==> src/rtl/nw_systolic.sv <==
`default_nettype none
// ============================================================================
// Module   : nw_systolic
// Purpose  : Sequence-alignment scorer built as a QLEN-PE linear systolic
//            array. Define NW_LOCAL_EN for local alignment with max tracking.
// Revision : 1.0
// ============================================================================
module nw_systolic #(
    parameter int        QLEN     = 10,
    parameter int        RLEN_W   = 8,
    parameter int        CWIDTH   = 2,
    parameter int        SWIDTH   = 16,
    parameter int signed MATCH    = 1,
    parameter int signed MISMATCH = -1,
    parameter int signed INDEL    = -1
) (
    input  logic                     clk,
    input  logic                     rst_n,
    input  logic                     start_valid,
    output logic                     start_ready,
    input  logic [QLEN*CWIDTH-1:0]   query,
    input  logic [RLEN_W-1:0]        ref_len,
    input  logic                     ch_valid,
    output logic                     ch_ready,
    input  logic [CWIDTH-1:0]        ch,
    output logic                     score_valid,
    input  logic                     score_ready,
    output logic signed [SWIDTH-1:0] score,
    output logic                     busy
);
    localparam logic signed [SWIDTH-1:0] c_smax = {1'b0, {(SWIDTH-1){1'b1}}};
    localparam logic signed [SWIDTH-1:0] c_smin = {1'b1, {(SWIDTH-1){1'b0}}};
`ifdef NW_LOCAL_EN
    localparam int c_bstep_i = 0;
`else
    localparam int c_bstep_i = INDEL;
`endif

    function automatic logic signed [SWIDTH-1:0] sat_int(input longint v);
        if (v > longint'(c_smax)) return c_smax;
        if (v < longint'(c_smin)) return c_smin;
        return SWIDTH'(v);
    endfunction

    function automatic logic signed [SWIDTH-1:0] sat_add(input logic signed [SWIDTH-1:0] a,
                                                         input logic signed [SWIDTH-1:0] b);
        logic [SWIDTH:0] s;
        s = {a[SWIDTH-1], a} + {b[SWIDTH-1], b};
        if (s[SWIDTH] != s[SWIDTH-1]) return s[SWIDTH] ? c_smin : c_smax;
        return s[SWIDTH-1:0];
    endfunction

    // Matrix boundary value H(0,j) == H(j,0)
    function automatic logic signed [SWIDTH-1:0] bnd(input int j);
        return sat_int(longint'(j) * longint'(c_bstep_i));
    endfunction

    localparam logic signed [SWIDTH-1:0] c_indel = sat_int(longint'(INDEL));
    localparam logic signed [SWIDTH-1:0] c_match = sat_int(longint'(MATCH));
    localparam logic signed [SWIDTH-1:0] c_mis   = sat_int(longint'(MISMATCH));
    localparam logic signed [SWIDTH-1:0] c_bstep = sat_int(longint'(c_bstep_i));

    typedef enum logic [1:0] {IDLE = 2'd0, RUN = 2'd1, DRAIN = 2'd2, OUT = 2'd3} state_t;
    state_t r_state, w_state_nx;

    logic [QLEN*CWIDTH-1:0]   r_query;
    logic [RLEN_W-1:0]        r_len, r_cnt, w_cnt_nx;
    logic signed [SWIDTH-1:0] r_bnd, w_bnd_nx, r_score, w_final;
    logic [QLEN-1:0]          r_v;
    logic [CWIDTH-1:0]        r_ch   [QLEN];
    logic [RLEN_W-1:0]        r_row  [QLEN];
    logic signed [SWIDTH-1:0] r_hin  [QLEN];
    logic signed [SWIDTH-1:0] r_up   [QLEN];
    logic signed [SWIDTH-1:0] r_diag [QLEN];
    logic signed [SWIDTH-1:0] w_h    [QLEN];
    logic w_start, w_acc, w_done;
`ifdef NW_LOCAL_EN
    logic signed [SWIDTH-1:0] r_tmax [QLEN];
    logic signed [SWIDTH-1:0] w_tm   [QLEN];
    logic signed [SWIDTH-1:0] r_max;
`endif

    assign w_start  = (r_state == IDLE) && start_valid;
    assign w_acc    = (r_state == RUN) && ch_valid;
    assign w_cnt_nx = r_cnt + RLEN_W'(1);
    assign w_bnd_nx = sat_add(r_bnd, c_bstep);
    assign w_done   = r_v[QLEN-1] && (r_row[QLEN-1] == r_len);
    assign score    = r_score;

    for (genvar j = 0; j < QLEN; j++) begin : g_pe
        logic signed [SWIDTH-1:0] w_a, w_b, w_c, w_m;
        always_comb begin
            w_a = sat_add(r_up[j], c_indel);
            w_b = sat_add(r_hin[j], c_indel);
            w_c = sat_add(r_diag[j], (r_ch[j] == r_query[j*CWIDTH +: CWIDTH]) ? c_match : c_mis);
            w_m = w_a;
            if (w_b > w_m) w_m = w_b;
            if (w_c > w_m) w_m = w_c;
`ifdef NW_LOCAL_EN
            if (w_m[SWIDTH-1]) w_m = '0;
            w_tm[j] = (w_m > r_tmax[j]) ? w_m : r_tmax[j];
`endif
            w_h[j] = w_m;
        end
    end

`ifdef NW_LOCAL_EN
    assign w_final = (w_tm[QLEN-1] > r_max) ? w_tm[QLEN-1] : r_max;
`else
    assign w_final = w_h[QLEN-1];
`endif

    always_ff @(posedge clk or negedge rst_n) begin
        if (!rst_n) r_state <= IDLE;
        else        r_state <= w_state_nx;
    end

    always_comb begin
        w_state_nx  = r_state;
        start_ready = 1'b0;
        ch_ready    = 1'b0;
        score_valid = 1'b0;
        busy        = (r_state != IDLE);
        case (r_state)
            IDLE: begin
                start_ready = 1'b1;
                if (start_valid) w_state_nx = (ref_len == '0) ? OUT : RUN;
            end
            RUN: begin
                ch_ready = 1'b1;
                if (ch_valid && (w_cnt_nx == r_len)) w_state_nx = DRAIN;
            end
            DRAIN: if (w_done) w_state_nx = OUT;
            default: begin
                score_valid = 1'b1;
                if (score_ready) w_state_nx = IDLE;
            end
        endcase
    end

    // Tokens advance one PE per cycle; payload and PE state move only with a valid token
    always_ff @(posedge clk or negedge rst_n) begin
        if (!rst_n) begin
            r_query <= '0;
            r_len   <= '0;
            r_cnt   <= '0;
            r_bnd   <= '0;
            r_score <= '0;
            r_v     <= '0;
            for (int j = 0; j < QLEN; j++) begin
                r_ch[j]   <= '0;
                r_row[j]  <= '0;
                r_hin[j]  <= '0;
                r_up[j]   <= '0;
                r_diag[j] <= '0;
`ifdef NW_LOCAL_EN
                r_tmax[j] <= '0;
`endif
            end
`ifdef NW_LOCAL_EN
            r_max <= '0;
`endif
        end else if (w_start) begin
            r_query <= query;
            r_len   <= ref_len;
            r_cnt   <= '0;
            r_bnd   <= '0;
            r_v     <= '0;
            if (ref_len == '0) r_score <= bnd(QLEN);
            for (int j = 0; j < QLEN; j++) begin
                r_up[j]   <= bnd(j + 1);
                r_diag[j] <= bnd(j);
            end
`ifdef NW_LOCAL_EN
            r_max <= '0;
`endif
        end else begin
            r_v[0] <= w_acc;
            if (w_acc) begin
                r_ch[0]  <= ch;
                r_row[0] <= w_cnt_nx;
                r_hin[0] <= w_bnd_nx;
                r_bnd    <= w_bnd_nx;
                r_cnt    <= w_cnt_nx;
`ifdef NW_LOCAL_EN
                r_tmax[0] <= '0;
`endif
            end
            for (int j = 0; j < QLEN; j++) begin
                if (r_v[j]) begin
                    r_up[j]   <= w_h[j];
                    r_diag[j] <= r_hin[j];
                end
            end
            for (int j = 0; j < QLEN-1; j++) begin
                r_v[j+1] <= r_v[j];
                if (r_v[j]) begin
                    r_ch[j+1]  <= r_ch[j];
                    r_row[j+1] <= r_row[j];
                    r_hin[j+1] <= w_h[j];
`ifdef NW_LOCAL_EN
                    r_tmax[j+1] <= w_tm[j];
`endif
                end
            end
`ifdef NW_LOCAL_EN
            if (r_v[QLEN-1]) r_max <= w_final;
`endif
            if ((r_state == DRAIN) && w_done) r_score <= w_final;
        end
    end
endmodule
`default_nettype wire

==> config.mk <==
export PLATFORM = sky130hd
export DESIGN_NAME = nw_systolic
export DESIGN_NICKNAME = d
export VERILOG_FILES = /design/src/rtl/nw_systolic.sv
export SDC_FILE = /design/constraint.sdc
export NUM_CORES = 2
export LEC_CHECK = 0
export CELL_PAD_IN_SITES_DETAIL_PLACEMENT = 1
export CELL_PAD_IN_SITES_GLOBAL_PLACEMENT = 2
export CORE_UTILIZATION = 35
export DETAILED_ROUTE_END_ITERATION = 6
export PLACE_DENSITY = 0.72
export SETUP_SLACK_MARGIN = 0.5
export SYNTH_ARGS = -nofsm -noshare
export SYNTH_HDL_FRONTEND = slang
export SYNTH_SLANG_ARGS = --single-unit
==> constraint.sdc <==
create_clock -name clk -period 12.3 [get_ports clk]
set_input_delay 1.845 -clock clk [delete_from_list [all_inputs] [get_ports clk]]
set_output_delay 1.845 -clock clk [all_outputs]
set_load 0.02 [all_outputs]
# Word level (Yosys, flattened, before mapping)
# Index checks and enable logic that the tools add are counted.
op_classes:
  n_addsub: 32
  order_cmp: 20
  eq_ne: 49
  mux: 193
  bitwise: 1
  reduce_logical: 34
ops:
  columns: ["cell", "n"]
  rows:
  - ["16-bit 2-to-1 mux", 148]
  - ["16-bit by 1-bit adder with 17-bit output, second input constant", 21]
  - ["16-bit > comparator", 20]
  - ["160-bit 2-to-1 mux", 2]
  - ["16-bit by 16-bit adder with 17-bit output", 10]
  - ["1-bit 2-to-1 mux", 34]
  - ["1-bit != test", 31]
  - ["2-bit nonzero test", 13]
  - ["2-bit AND reduction", 11]
  - ["2-bit == test", 10]
  - ["8-bit == test", 2]
  - ["8-bit 2-to-1 mux", 2]
  - ["10-bit 2-to-1 mux", 1]
  - ["2-bit 2-to-1 mux", 5]
  - ["8-bit by 1-bit adder with 8-bit output, second input constant", 1]
  - ["8-bit zero test", 1]
  - ["2-bit case mux with 3 select lines", 1]
  - ["1-bit logical AND", 5]
  - ["2-bit by 1-bit != test with 1-bit output, second input constant", 2]
  - ["2-bit != test, second input constant", 2]
  - ["4-bit AND reduction", 1]
  - ["4-bit nonzero test", 1]
  - ["3-bit OR reduction", 1]
  - ["2-bit by 1-bit == test with 1-bit output, second input constant", 1]
  - ["3 further kinds", 3]
totals:
  reg_bits: 660
  in_bits: 35
  output_inout_bits: 20
  wordCells: 386

# Depth between registers and ports, before layout
logic_depth:
  depth_word: 10
  depth_mapped: 34
  depth_no_buf: 28

# Worst setup path before layout
# Ideal clock, no wire load.
synth_timing:
  path_type: "reg-to-reg"
  startpoint: "reg r_hin[98] in the netlist's numbering"
  endpoint: "reg r_hin[94] in the netlist's numbering"
  t_arrival_ps: 7138
  required_time_ps: 12174
  path_slack_ps: 5036
  stages_incl_launch_ff: 29
  n_path_buf: 3
  period_less_slack_ps: 7264
  cell_sequence: "dfrtp_1 > or4_1 > nor4_1 > nand2_1 > xnor2_1 > ha_1 > clkbuf_1 > inv_1 > nor2_1 > a21oi_1 > ha_1 > a21oi_1 > o21a_1 > o211ai_1 > a2111oi_0 > mux2i_1 > buf_2 > mux2_2 > inv_1 > ha_1 > a21o_1 > a21o_1 > a211o_1 > o211ai_1 > nand3_1 > a31o_2 > clkbuf_1 > and2_1 > a221o_1"
synth_via:
  elab_chain_len: 8
  word_cells_on_any_way: 10
  classes_between: "add/sub (1); order compare (2); eq/ne (1); mux (6)"
synth_rtl:
  columns: ["element", "line", "rtl"]
  rows:
  - ["start: declaration", "72", "logic signed [SWIDTH-1:0] r_hin [QLEN];"]
  - ["start signal: indexed assignment", "200", "r_hin[j+1] <= w_h[j];"]
  - ["16-bit by 1-bit adder with 17-bit output *", "48", "s = {a[SWIDTH-1], a} + {b[SWIDTH-1], b};"]
  - ["16-bit 2-to-1 mux or 1-bit != test (tied branches)", "49", "if (s[SWIDTH] != s[SWIDTH-1]) return s[SWIDTH] ? c_smin : c_smax;"]
  - ["16-bit 2-to-1 mux or 1-bit 2-to-1 mux (tied branches)", "49", null]
  - ["16-bit 2-to-1 mux *", "50", "return s[SWIDTH-1:0];"]
  - ["16-bit > comparator", "97", "if (w_b > w_m) w_m = w_b;"]
  - ["16-bit 2-to-1 mux *", "97", null]
  - ["16-bit > comparator", "98", "if (w_c > w_m) w_m = w_c;"]
  - ["16-bit 2-to-1 mux *", "98", null]
# Mark *: on every way between the ends. The rest lies on a longest branch, timed or not. The select of a mux whose other input is x is not followed.
# A chain may end at the register's enable or synchronous reset.

# Final worst setup path
layout_timing:
  startpoint: "reg r_hin[0] in the netlist's numbering"
  endpoint: "reg r_up[8] in the netlist's numbering"
layout_via:
  elab_chain_len: 10
  word_cells_on_any_way: 12
  classes_between: "add/sub (1); order compare (2); eq/ne (1); mux (8)"
layout_rtl:
  columns: ["element", "line", "rtl"]
  rows:
  - ["16-bit by 1-bit adder with 17-bit output *", "48", null]
  - ["16-bit 2-to-1 mux or 1-bit != test (tied branches)", "49", null]
  - ["16-bit 2-to-1 mux or 1-bit 2-to-1 mux (tied branches)", "49", null]
  - ["16-bit 2-to-1 mux *", "50", null]
  - ["16-bit > comparator", "97", null]
  - ["16-bit 2-to-1 mux *", "97", null]
  - ["16-bit > comparator", "98", null]
  - ["16-bit 2-to-1 mux *", "98", null]
  - ["16-bit 2-to-1 mux *", "190", "if (r_v[j]) begin"]
  - ["160-bit 2-to-1 mux *", "163", "end else if (w_start) begin"]
  - ["end signal: indexed assignment", "171", "r_up[j] <= bnd(j + 1);"]
  - ["end signal: indexed assignment", "191", "r_up[j] <= w_h[j];"]
  - ["end: declaration", "73", "logic signed [SWIDTH-1:0] r_up [QLEN];"]
# Marked as above.

==> metrics.yaml <==
outcome:
  status: "finished, final reports clean"
setup_path:
  critPathArrivalTime_ns: 9.35
  ff2ff_path_depth: 24
  r2r_end: "r_up[8]"
  cp_max_fo: 19
  critPathCaptureType: "flop"
  critPathRequiredTime_ns: 12.88
  timing_worst_setup_path_type: "reg -> reg"
  regToRegSetupSlack_ns: 3.53
  timing.rr.start: "r_hin[0]"
  startpoint_type: "flop"
routing:
  drc: 0
  drt_iter0_drc: 2708
  drtAntennaViolNets: 0
  wl_microns: 197000
  via_count: 50434
  routedWlPerCell_microns: 21.9
  via_per_inst: 5.62
  firstDrtPassIters: 6
place:
  place_hpwl_microns: 153000
  gp_congestion: 0.949
  portBuffers: 54
clocking:
  clock_path_buffers: 3
  clkTransAtPathRegs_ns: 0.07
  tritoncts: "yes"
  cts_hold_repair.buffers: 0
  postCtsSetupBuffers: 0
  cts-root-buf: "clkbuf_16"
  clkSinkCount: 660
  clk_latency_ns: 0.70
  cts_made_buffers: 87
  ctsResizeCount: 0
  htree_levels: 3
final_layout:
  syn_to_final_growth_pct: 10.2
  antenna_cells: 0
  drive_gt1_share_pct: 6.40
  nets: 7328
yosys:
  yosys_warnings: 0
  async_reset_ff_share_pct: 100
  ys_ff_latch: 660
  avgSynthCellArea_sq_um: 8.27
  synth_top_area_share_pct: 29.2
  netlist_top_cells_area: "dfrtp_1 (29%), ha_1 (12%), nand2_1 (5.9%), mux2i_1 (4.5%), a21oi_1 (3.9%)"
  syn_area_sq_mm: 0.0565
  synth_top_area_cell: "dfrtp_1"
  synthCells: 6829
  synthFlopType: "dfrtp_1"
  yosysSeqAreaShare_pct: 29.2
  syn_nets: 7410
  synth.distinct_cells: 98
  synth_edf_count: 0
die:
  die_width_microns: 404
  io_pins: 55
  start_util_pct: 35.2
  core-area_sq_mm: 0.160
  rows: 147
  die_y_microns: 404
  die_area_sq_mm: 0.163
timing:
  skew_ns: 0.0409
  fin_tns_setup_ns: 0
  rsz0062_at_grt: "false"
  drv_slew: 0
  finalCritPeriodShare_pct: 71.3
  max_freq_ghz: 0.114
  tightest_slew_ns: 1.25
  maxSlewHeadroom_pct: 15.8
  finalSetupViolations: 0
  fin_crit_ns: 8.77
  hold_viol_final: 0
run:
  maxCapViolCount: 0
global_route:
  grt_antenna_before_repair: 4
  grt-ovfl-total: 0
  grtUsageTotal_pct: 23.9
  grt_max_degree: 170
  grt_pass1_wl_microns: 309000
  grt_pass1_vias: 51985
hold_path:
  min_path_type: "reg -> reg"
  worstHoldStart: "r_row[48]"
  whs_path_depth: 2
  worstHoldEndpoint: "r_row[40]"
-- cell usage in the layout, fill, tap and decap left out, types with 80 or more instances in the layout --
| cell | netlist | final |
|---|---|---|
| a21oi_1 | 445 | 445 |
| nand4_1 | 80 | 80 |
| ha_1 | 536 | 536 |
| mux2i_1 | 254 | 254 |
| a21o_1 | 131 | 131 |
| o21ai_1 | 146 | 146 |
| nand2_1 | 884 | 882 |
| clkbuf_16 | 0 | 88 |
| nor2_1 | 441 | 440 |
| o211ai_1 | 92 | 92 |
| mux2_2 | 129 | 129 |
| xor2_1 | 157 | 157 |
| inv_1 | 468 | 468 |
| xnor2_1 | 237 | 237 |
| dfrtp_1 | 660 | 660 |
| o21ai_0 | 333 | 333 |
| nand3_1 | 112 | 112 |
| o21a_1 | 119 | 119 |
| nor3_1 | 159 | 159 |
-- Yosys cell counts (all sizes together) (50+ instances only) --
library cell	number
nand2	885
dfrtp	660
ha	536
o21ai	479
inv	476
a21oi	446
nor2	442
mux2i	254
clkbuf	240
xnor2	237
nor3	159
xor2	157
mux2	135
a21o	131
o21a	119
nand3	112
o211ai	92
nand4	80
or3	79
a211oi	78
a31oi	70
nor4	70
nor2b	63
o31ai	59
or4	51
nand2b	50
-- worst max path at each step --
stage	startpoint	to	slack [ns]	cells past startpoint
2_1_floorplan	r_hin[98]	r_hin[94]	5.04	28
3_3_place_gp	r_hin[150]	r_hin[132]	3.74	23
3_5_place_dp	r_hin[0]	r_up[8]	3.70	24
4_1_cts	r_hin[0]	r_up[8]	3.65	24
5_1_grt	r_hin[0]	r_up[8]	2.91	24
6_report	r_hin[0]	r_up[8]	3.53	24
-- worst max-delay path: stages, from the launching register on --
cell       delay (ns)
dfrtp_1          0.42
or3_1            0.44
nor4_1           0.77
nand3_1          0.20
xnor2_1          0.19
ha_1             0.63
nand2b_1         0.32
o21a_1           0.24
ha_1             0.31
a21o_1           0.16
a21oi_1          0.14
nor2_1           0.06
a2111oi_0        0.60
a31oi_2          0.48
nand3_1          0.27
a21boi_1         0.34
ha_1             0.20
nand4_1          0.13
or2_2            0.33
a211o_1          0.23
a31oi_1          0.77
inv_1            0.57
nor2_1           0.45
nand2_1          0.14
o221ai_1         0.27
-- stage by stage --
stage                     std cells  instance area, sq um  setup WS (ns)  hold WS, ns  util (%)
after floorplan                6829                 56500           5.04        0.433         -
after global placement         8818                 59200           3.74        0.446      36.9
after detailed placement       8818                 59200           3.70        0.452      36.9
after CTS                      8976                 62200           3.65        0.463      38.8
after global routing           8976                 62200           2.91        0.478      38.8
final                          8976                 62200           3.53        0.458      38.8
-- state kept, by name, indices dropped and copies added, names as in the netlist --
signal	count
r_v	10
r_query	20
r_len	8
r_hin	160
r_bnd	16
r_row	80
r_ch	20
score	16
r_cnt	8
r_up	160
r_diag	160
r_state	2
-- cell type report --
class	instances	area [sq um]
tap	2160	2700
multi-input combinational	5396	37100
timing repair buffer	117	1070
fill	18990	98100
inverter	485	1820
clock inverter	50	703
clock buffer	108	2380
sequential	660	16500
-- per-layer routing --
metal	wire [microns]	track usage [%]	vias to the layer above
met2	91700	39.7	623
met1	95700	33.6	25228
met3	5490	2.18	190
met4	3980	5.01	0
li1	-	-	24393
met5	0	0	-
-- cells by family after synthesis --
group,after synthesis,synth area share [%]
xor+xnor,394,6.11
buf+inv,773,5.21
mux,389,7.22
flops,660,29.2
compound gates,1874,21.6
fa+ha+maj,563,12.5
simple gates,2176,18.1
Power is left out: the tool's default activity adds up to more than one toggle a clock period on the data nets, which glitch-free logic cannot reach.
